### config.mk
export PLATFORM = sky130hd
export DESIGN_NAME = riscv_mem_arbiter
export DESIGN_NICKNAME = d
export VERILOG_FILES = /design/src/rtl/riscv_bus_pkg.sv /design/src/rtl/rr_arb2.sv /design/src/rtl/riscv_mem_arbiter.sv
export SDC_FILE = /design/constraint.sdc
export NUM_CORES = 1
export LEC_CHECK = 0
export CAP_MARGIN = 20
export CORE_AREA = 2 2 103 105
export CTS_CLUSTER_DIAMETER = 150
export CTS_CLUSTER_SIZE = 28
export DETAILED_ROUTE_END_ITERATION = 12
export DIE_AREA = 0 0 105 107
export PLACE_DENSITY = 0.67
export SETUP_SLACK_MARGIN = 0.2
export SKIP_LAST_GASP = 1
export SLEW_MARGIN = 20
export SYNTH_ARGS = -nofsm -noshare
export SYNTH_HDL_FRONTEND = slang
export SYNTH_SLANG_ARGS = --single-unit
### constraint.sdc
create_clock -name clock -period 1.64 [get_ports clock]
set_input_delay 0.328 -clock clock [delete_from_list [all_inputs] [get_ports clock]]
set_output_delay 0.328 -clock clock [all_outputs]
set_load 0.01 [all_outputs]
### src/rtl/riscv_bus_pkg.sv
// Shared types and constants for the core-to-memory bus.
package riscv_bus_pkg;

    localparam int MEM_AW_DEFAULT = 10;

    typedef enum logic {
        MST_IF = 1'b0,
        MST_LS = 1'b1
    } mst_e;

    localparam logic [3:0]  BE_WORD  = 4'hF;
    localparam logic [3:0]  BE_NONE  = 4'h0;
    localparam logic [15:0] PERF_MAX = 16'hFFFF;

endpackage

### src/rtl/rr_arb2.sv
// Two-request round-robin arbiter; the master that was not granted last wins a tie.
module rr_arb2
    import riscv_bus_pkg::*;
(
    input  logic       clock,
    input  logic       rst,
    input  logic [1:0] req_i,
    output logic [1:0] gnt_o
);

    mst_e last_q, last_d;

    // NOTE: every output of a combinational block gets a default first so no latch is inferred.
    always_comb begin
        gnt_o  = 2'b00;
        last_d = last_q;
        if (!rst) begin
            if (req_i[MST_IF] && (!req_i[MST_LS] || last_q == MST_LS)) begin
                gnt_o[MST_IF] = 1'b1;
            end else if (req_i[MST_LS]) begin
                gnt_o[MST_LS] = 1'b1;
            end
        end
        if (gnt_o[MST_IF]) begin
            last_d = MST_IF;
        end else if (gnt_o[MST_LS]) begin
            last_d = MST_LS;
        end
    end

    // Starting from LS lets instruction fetch win the very first conflict.
    always_ff @(posedge clock or posedge rst) begin
        if (rst) begin
            last_q <= MST_LS;
        end else begin
            last_q <= last_d;
        end
    end

endmodule

### src/rtl/riscv_mem_arbiter.sv
// Shares one single-port synchronous memory between the IF and LS ports of the core,
// routing the one-cycle-late read data back to whichever master owned the access.
module riscv_mem_arbiter
    import riscv_bus_pkg::*;
#(
    parameter int ADDR_W = 32,
    parameter int DATA_W = 32,
    parameter int MEM_AW = MEM_AW_DEFAULT
) (
    input  logic              clock,
    input  logic              rst,
    input  logic              if_req,
    input  logic [ADDR_W-1:0] if_addr,
    output logic              if_gnt,
    output logic              if_rvalid,
    output logic [DATA_W-1:0] if_rdata,
    output logic              if_err,
    input  logic              ls_req,
    input  logic              ls_we,
    input  logic [3:0]        ls_be,
    input  logic [ADDR_W-1:0] ls_addr,
    input  logic [DATA_W-1:0] ls_wdata,
    output logic              ls_gnt,
    output logic              ls_rvalid,
    output logic [DATA_W-1:0] ls_rdata,
    output logic              ls_err,
    output logic              mem_en,
    output logic [3:0]        mem_we,
    output logic [MEM_AW-1:0] mem_addr,
    output logic [DATA_W-1:0] mem_wdata,
    input  logic [DATA_W-1:0] mem_rdata,
    output logic [15:0]       perf_conflicts
);

    logic [1:0]        req, gnt;
    logic              ls_sel, any_gnt, is_write, out_of_range;
    logic [ADDR_W-1:0] addr;
    logic              unused_addr_lsb;

    mst_e              resp_owner_q, resp_owner_d;
    logic              resp_v_q, resp_v_d;
    logic              resp_rd_q, resp_rd_d;
    logic              resp_err_q, resp_err_d;
    logic [15:0]       perf_q, perf_d;
    logic [DATA_W-1:0] resp_data;

    assign req = {ls_req, if_req};

    rr_arb2 u_arb (
        .clock (clock),
        .rst   (rst),
        .req_i (req),
        .gnt_o (gnt)
    );

    assign if_gnt   = gnt[MST_IF];
    assign ls_gnt   = gnt[MST_LS];
    assign ls_sel   = gnt[MST_LS];
    assign any_gnt  = |gnt;
    assign is_write = ls_sel && ls_we;

    assign addr            = ls_sel ? ls_addr : if_addr;
    assign out_of_range    = |addr[ADDR_W-1:MEM_AW+2];
    assign unused_addr_lsb = ^addr[1:0];

    // Out-of-range accesses are still granted, but never reach the macro.
    assign mem_en    = any_gnt && !out_of_range;
    assign mem_we    = (is_write && !out_of_range) ? ls_be : BE_NONE;
    assign mem_addr  = addr[MEM_AW+1:2];
    assign mem_wdata = ls_wdata;

    always_comb begin
        resp_v_d     = any_gnt;
        resp_owner_d = resp_owner_q;
        resp_rd_d    = resp_rd_q;
        resp_err_d   = resp_err_q;
        if (any_gnt) begin
            resp_owner_d = ls_sel ? MST_LS : MST_IF;
            resp_rd_d    = !is_write;
            resp_err_d   = out_of_range;
        end
    end

    assign perf_d = (if_req && ls_req && perf_q != PERF_MAX) ? perf_q + 16'd1 : perf_q;

    // NOTE: sequential state uses non-blocking assignments so every register samples pre-edge values.
    always_ff @(posedge clock or posedge rst) begin
        if (rst) begin
            resp_v_q     <= 1'b0;
            resp_owner_q <= MST_IF;
            resp_rd_q    <= 1'b0;
            resp_err_q   <= 1'b0;
            perf_q       <= '0;
        end else begin
            resp_v_q     <= resp_v_d;
            resp_owner_q <= resp_owner_d;
            resp_rd_q    <= resp_rd_d;
            resp_err_q   <= resp_err_d;
            perf_q       <= perf_d;
        end
    end

    // Write acknowledges and errored reads return zero rather than stale macro output.
    assign resp_data = (resp_v_q && resp_rd_q && !resp_err_q) ? mem_rdata : '0;

    assign if_rvalid = resp_v_q && (resp_owner_q == MST_IF);
    assign ls_rvalid = resp_v_q && (resp_owner_q == MST_LS);
    assign if_rdata  = (resp_owner_q == MST_IF) ? resp_data : '0;
    assign ls_rdata  = (resp_owner_q == MST_LS) ? resp_data : '0;
    assign if_err    = if_rvalid && resp_err_q;
    assign ls_err    = ls_rvalid && resp_err_q;

    assign perf_conflicts = perf_q;

endmodule

* Word-level counts from Yosys, hierarchy flattened
Cells that the tools add are included.
Word-level totals: register bits 21, output and inout bits 133, bits of input ports 137, logic and storage cells 41
Cells by class: equality and inequality tests 1, reduce and logical (&&, ||, !) cells 20, muxes and demuxes 12, add/sub/neg operators 1, bitwise operators 1
Operator list (number):
- 32-bit two-way mux | 4
- 20-bit OR reduction | 1
- 16-bit by 1-bit adder with 16-bit output (second input constant) | 1
- 16-bit inequality test (second input constant) | 1
- 1-bit logical AND | 12
- 1-bit two-way mux | 6
- 1-bit zero test | 4
- 4-bit two-way mux | 1
- 2-bit two-way mux | 1
- 2-bit nonzero test | 1
- 2-bit OR reduction | 1
- 1-bit logical OR | 1
- 1-bit inverter | 1

* Logic depth before layout (Yosys ltp)
word-level depth 10, mapped depth 6, gate-level depth less buffers 5

* Modules after synthesis
From an unflattened synthesis, not the netlist that was laid out.
Unflattened totals: cells, all modules 233, area, all modules 1955.6 um^2
Modules (own cells, without submodules):
- riscv_mem_arbiter | cells an instance 225, sequential area each 500.5 um^2, area each 1884.3 um^2, instances 1
- rr_arb2 | cells an instance 8, sequential area each 26.3 um^2, area each 71.3 um^2, instances 1

* Least setup slack after synthesis
OpenSTA, ideal clock, no wires.
path kind register -> output, start point reg resp_owner_q, end point out if_rdata[10], buffers on the path 1, cell stages (with the launch flop) 5, path slack 57 ps, arrival 1255 ps, required time 1312 ps, cell sequence dfrtp_1 -> nor2b_1 -> and3b_1 -> clkbuf_1 -> and2_1
Between the ends: cells in the longest elaborated chain, start to end 1
RTL lines:
- start, declared | RTL line riscv_mem_arbiter.sv:40 | mst_e resp_owner_q, resp_owner_d;
- start signal, assigned | RTL line riscv_mem_arbiter.sv:96 | resp_owner_q <= resp_owner_d;
- 32-bit two-way mux | RTL line riscv_mem_arbiter.sv:108 | assign if_rdata = (resp_owner_q == MST_IF) ? resp_data : '0;
- end, declared | RTL line riscv_mem_arbiter.sv:16 | output logic [DATA_W-1:0] if_rdata,
Every way passes these cells.

* Worst setup path after layout
start point reg resp_owner_q, end point out ls_rdata[8]
Between the ends: cells in the longest elaborated chain, start to end 1
RTL lines:
- 32-bit two-way mux | RTL line riscv_mem_arbiter.sv:109 | assign ls_rdata = (resp_owner_q == MST_LS) ? resp_data : '0;
- end, declared | RTL line riscv_mem_arbiter.sv:25 | output logic [DATA_W-1:0] ls_rdata,
Every way passes these cells.

==> results.yml <==
status:
  status: "complete, but fails checks"
  violations: "setup timing"
power_and_ir_drop:
  p_leak_uw: 0.00245
  power_frac_comb_pct: 58.8
  p_seq_share_pct: 28.0
  peakVddDrop_mv: 0.643
  p_per_area_mw_per_mm2: 521
  switching_power_uw: 960
  clkPwrFrac_pct: 13.3
  swShare_pct: 35.4
  p_int_uw: 1750
setup_path:
  ff2ff_setup_slack_ns: 0.07
  arrival_ns: 1.65
  r2r_cells: 5
  r2r_start: "perf_conflicts[10]"
  crit_required_ns: 1.31
  cp_max_fo: 8
  endpoint_kind: "output port"
  crit_end: "ls_rdata[8]"
  crit_path_start_kind: "flop"
  r2r-end: "perf_conflicts[5]"
  critPathKind: "reg2out"
  critPathLaunch: "resp_owner_q"
synthesis:
  netlist_area_mm2: 0.00205
  ys.warnings.count: 0
  netlist_instances: 262
  synth_commonest_cells: "and2_1, nand2_1, buf_4, dfrtp_1, nor4_1"
  synth_area_leaders: "dfrtp_1, and2_1, buf_4, nand2_1, nor4_1"
  avgSynthCellArea_um2: 7.81
  syn_nets: 400
  async_flop_share_pct: 100
  synth_top_area_share_pct: 24.4
  synth_edf_count: 0
  synth_seq_cells: 21
  synth_cell_types: 40
  yosysTopAreaCell: "dfrtp_1"
  ys_seq_area_share_pct: 25.7
  yosys.cell_count.top_type: "and2_1"
  synth_flop_cell: "dfrtp_1"
die:
  ios: 270
  num_rows: 37
  start_util_pct: 20.3
  core-area_mm2: 0.0101
  die_h_um: 107
  die_x_um: 105
  fp.dieArea_mm2: 0.0112
route:
  avgRoutedWirePerCell_um: 17.7
  drt_iter0_drc: 84
  antenna_left: 0
  vias: 2818
  route.detailed.drc: 0
  wl_um: 11300
  routed_via_density: 4.41
  dr.pass1.iters: 4
timing:
  final.setup.tns_ns: -19.47
  maxSlewHeadroom_pct: 76.3
  timing.hold.ws_ns: 0.262
  layout_setup_ws_ns: -0.342
  slew_violations: 0
  fmax_ghz: 0.505
  finalCritPeriodShare_pct: 121
  hold_violations: 0
  rsz0062_at_grt: "true"
  skew_ns: 0.00615
  tightest_slew_ns: 0.352
  post-route-min-period_ns: 1.98
  setup_viol: 80
placed_design:
  place_area_mm2: 0.00428
  hpwl_um: 8340
  dp_slack_ns: -0.899
  port_buffers: 201
  place_congestion: 0.850
  dp_cells: 583
clocking:
  cts_num_sinks: 21
  cts-root-buf: "clkbuf_8"
  cts_buffer_depth: 2
  cts_tree: "yes"
  insertion_delay_ns: 0.27
  ctsHoldBuffers: 0
  clkTransAtPathRegs_ns: 0.09
  htreeDepth: 1
  cts_buffers: 3
flow_run:
  drv_cap: 0
global_routing:
  grt_max_degree: 22
  globalRouteTotalUtil_pct: 17.8
  antenna_found_initial: 10
  first_global_vias: 2845
  grt_pass1_wl_um: 15500
  grt_overflow: 0
layout:
  fin_area_mm2: 0.00520
  areaGrowthSynthToFinish_pct: 154
  fin_nets: 636
  fin_cells: 639
  layout-drive-gt1-share_pct: 64.2
min_path:
  hp-class: "in2async"
==> kinds of logic (layout without fill, tap and decap cells) <==
| kind of cell | count (synthesis) | in the layout | synth area share [%] |
|---|---|---|---|
| xor+xnor | 11 | 11 | 4.71 |
| compound gates | 12 | 12 | 3.79 |
| mux | 3 | 3 | 2.02 |
| other cells | 0 | 6 | 0 |
| buf+inv | 44 | 279 | 14.1 |
| simple gates | 170 | 170 | 49.1 |
| fa+ha+maj | 1 | 1 | 0.611 |
| flops | 21 | 21 | 25.7 |
==> how the worst min path moves through the flow <==
stage                               to                from
finish               perf_conflicts[7]                 rst
global route         perf_conflicts[8]                 rst
CTS                 perf_conflicts[14]                 rst
detailed placement  perf_conflicts[10]  perf_conflicts[10]
global placement          u_arb.last_q        u_arb.last_q
floorplan           perf_conflicts[11]                 rst
==> routing by layer <==
layer  vias to the layer above  routed length (µm)  track usage [%]
met3                        18                1460             9.60
met4                        10                  99             2.10
met5                         -                  64                0
met2                       162                5610             31.2
li1                       1327                   -                -
met1                      1301                4110             19.6
==> stage by stage <==
step / utilization (%) / total power, µW
after floorplan: - / 1280
after global placement: 42.4 / 1900
after detailed placement: 42.4 / 1920
after CTS: 47.7 / 2510
after global routing: 51.4 / 2860
final: 51.5 / 2710
==> power groups by stage <==
stage / clock [µW] / sequential (µW) / combinational [µW]
6_report: 359 / 758 / 1590
5_1_grt: 398 / 769 / 1690
4_1_cts: 368 / 757 / 1390
3_5_place_dp: 0 / 812 / 1110
3_3_place_gp: 0 / 804 / 1090
2_1_floorplan: 0 / 823 / 454
==> final cells by class <==
class                      instances  area [µm²]
antenna                            6        15.0
tap                              136         170
sequential                        21         543
clock buffer                       3        41.3
inverter                           3        17.5
multi-input combinational        197        1680
fill                             929        4890
clock inverter                     1        7.51
timing repair buffer             272        2730
==> placed cells by master, fill, tap and decap left out, types with 3 or more instances in the layout <==
| cell | instances |
|---|---|
| buf_6 | 100 |
| and2_4 | 69 |
| clkdlybuf4s50_1 | 56 |
| buf_4 | 42 |
| dlygate4sd2_1 | 26 |
| nand2_1 | 25 |
| buf_2 | 21 |
| clkdlybuf4s15_1 | 16 |
| nand2_2 | 14 |
| dfrtp_2 | 13 |
| xnor2_1 | 7 |
| dfrtp_1 | 7 |
| diode_2 | 6 |
| nor2_1 | 6 |
| nor4_1 | 6 |
| nand4_1 | 6 |
| nor4_4 | 5 |
| nand3_2 | 5 |
| nand2_4 | 4 |
| nor3_4 | 4 |
| xor2_1 | 4 |
| buf_16 | 4 |
| nor4_2 | 3 |
| nand3_4 | 3 |
| and2_1 | 3 |
| mux2_4 | 3 |
| clkbuf_8 | 3 |
==> worst max-delay path, cell delays in order, from the launching register on <==
cell,delay (ns)
dfrtp_1,0.41
and2_4,0.17
and3b_2,0.21
buf_6,0.13
buf_12,0.13
buf_6,0.10
and2_4,0.12
buf_6,0.11
==> flip-flops by register name, summed over array words and instances (netlist names) <==
register        flops
perf_conflicts     16
resp_err_q          1
resp_owner_q        1
resp_rd_q           1
resp_v_q            1
u_arb.last_q        1
==> timing repair <==
| action | 4_1_cts | 5_1_grt |
|---|---|---|
| resized for setup | 548 | 137 |
| pin swaps | 67 | 35 |
| buffers inserted | 31 | 8 |
| gates cloned | 5 | 2 |
| endpoints found under the setup margin | 118 | 103 |
No activity file was read; power rests on OpenSTA's default activity.
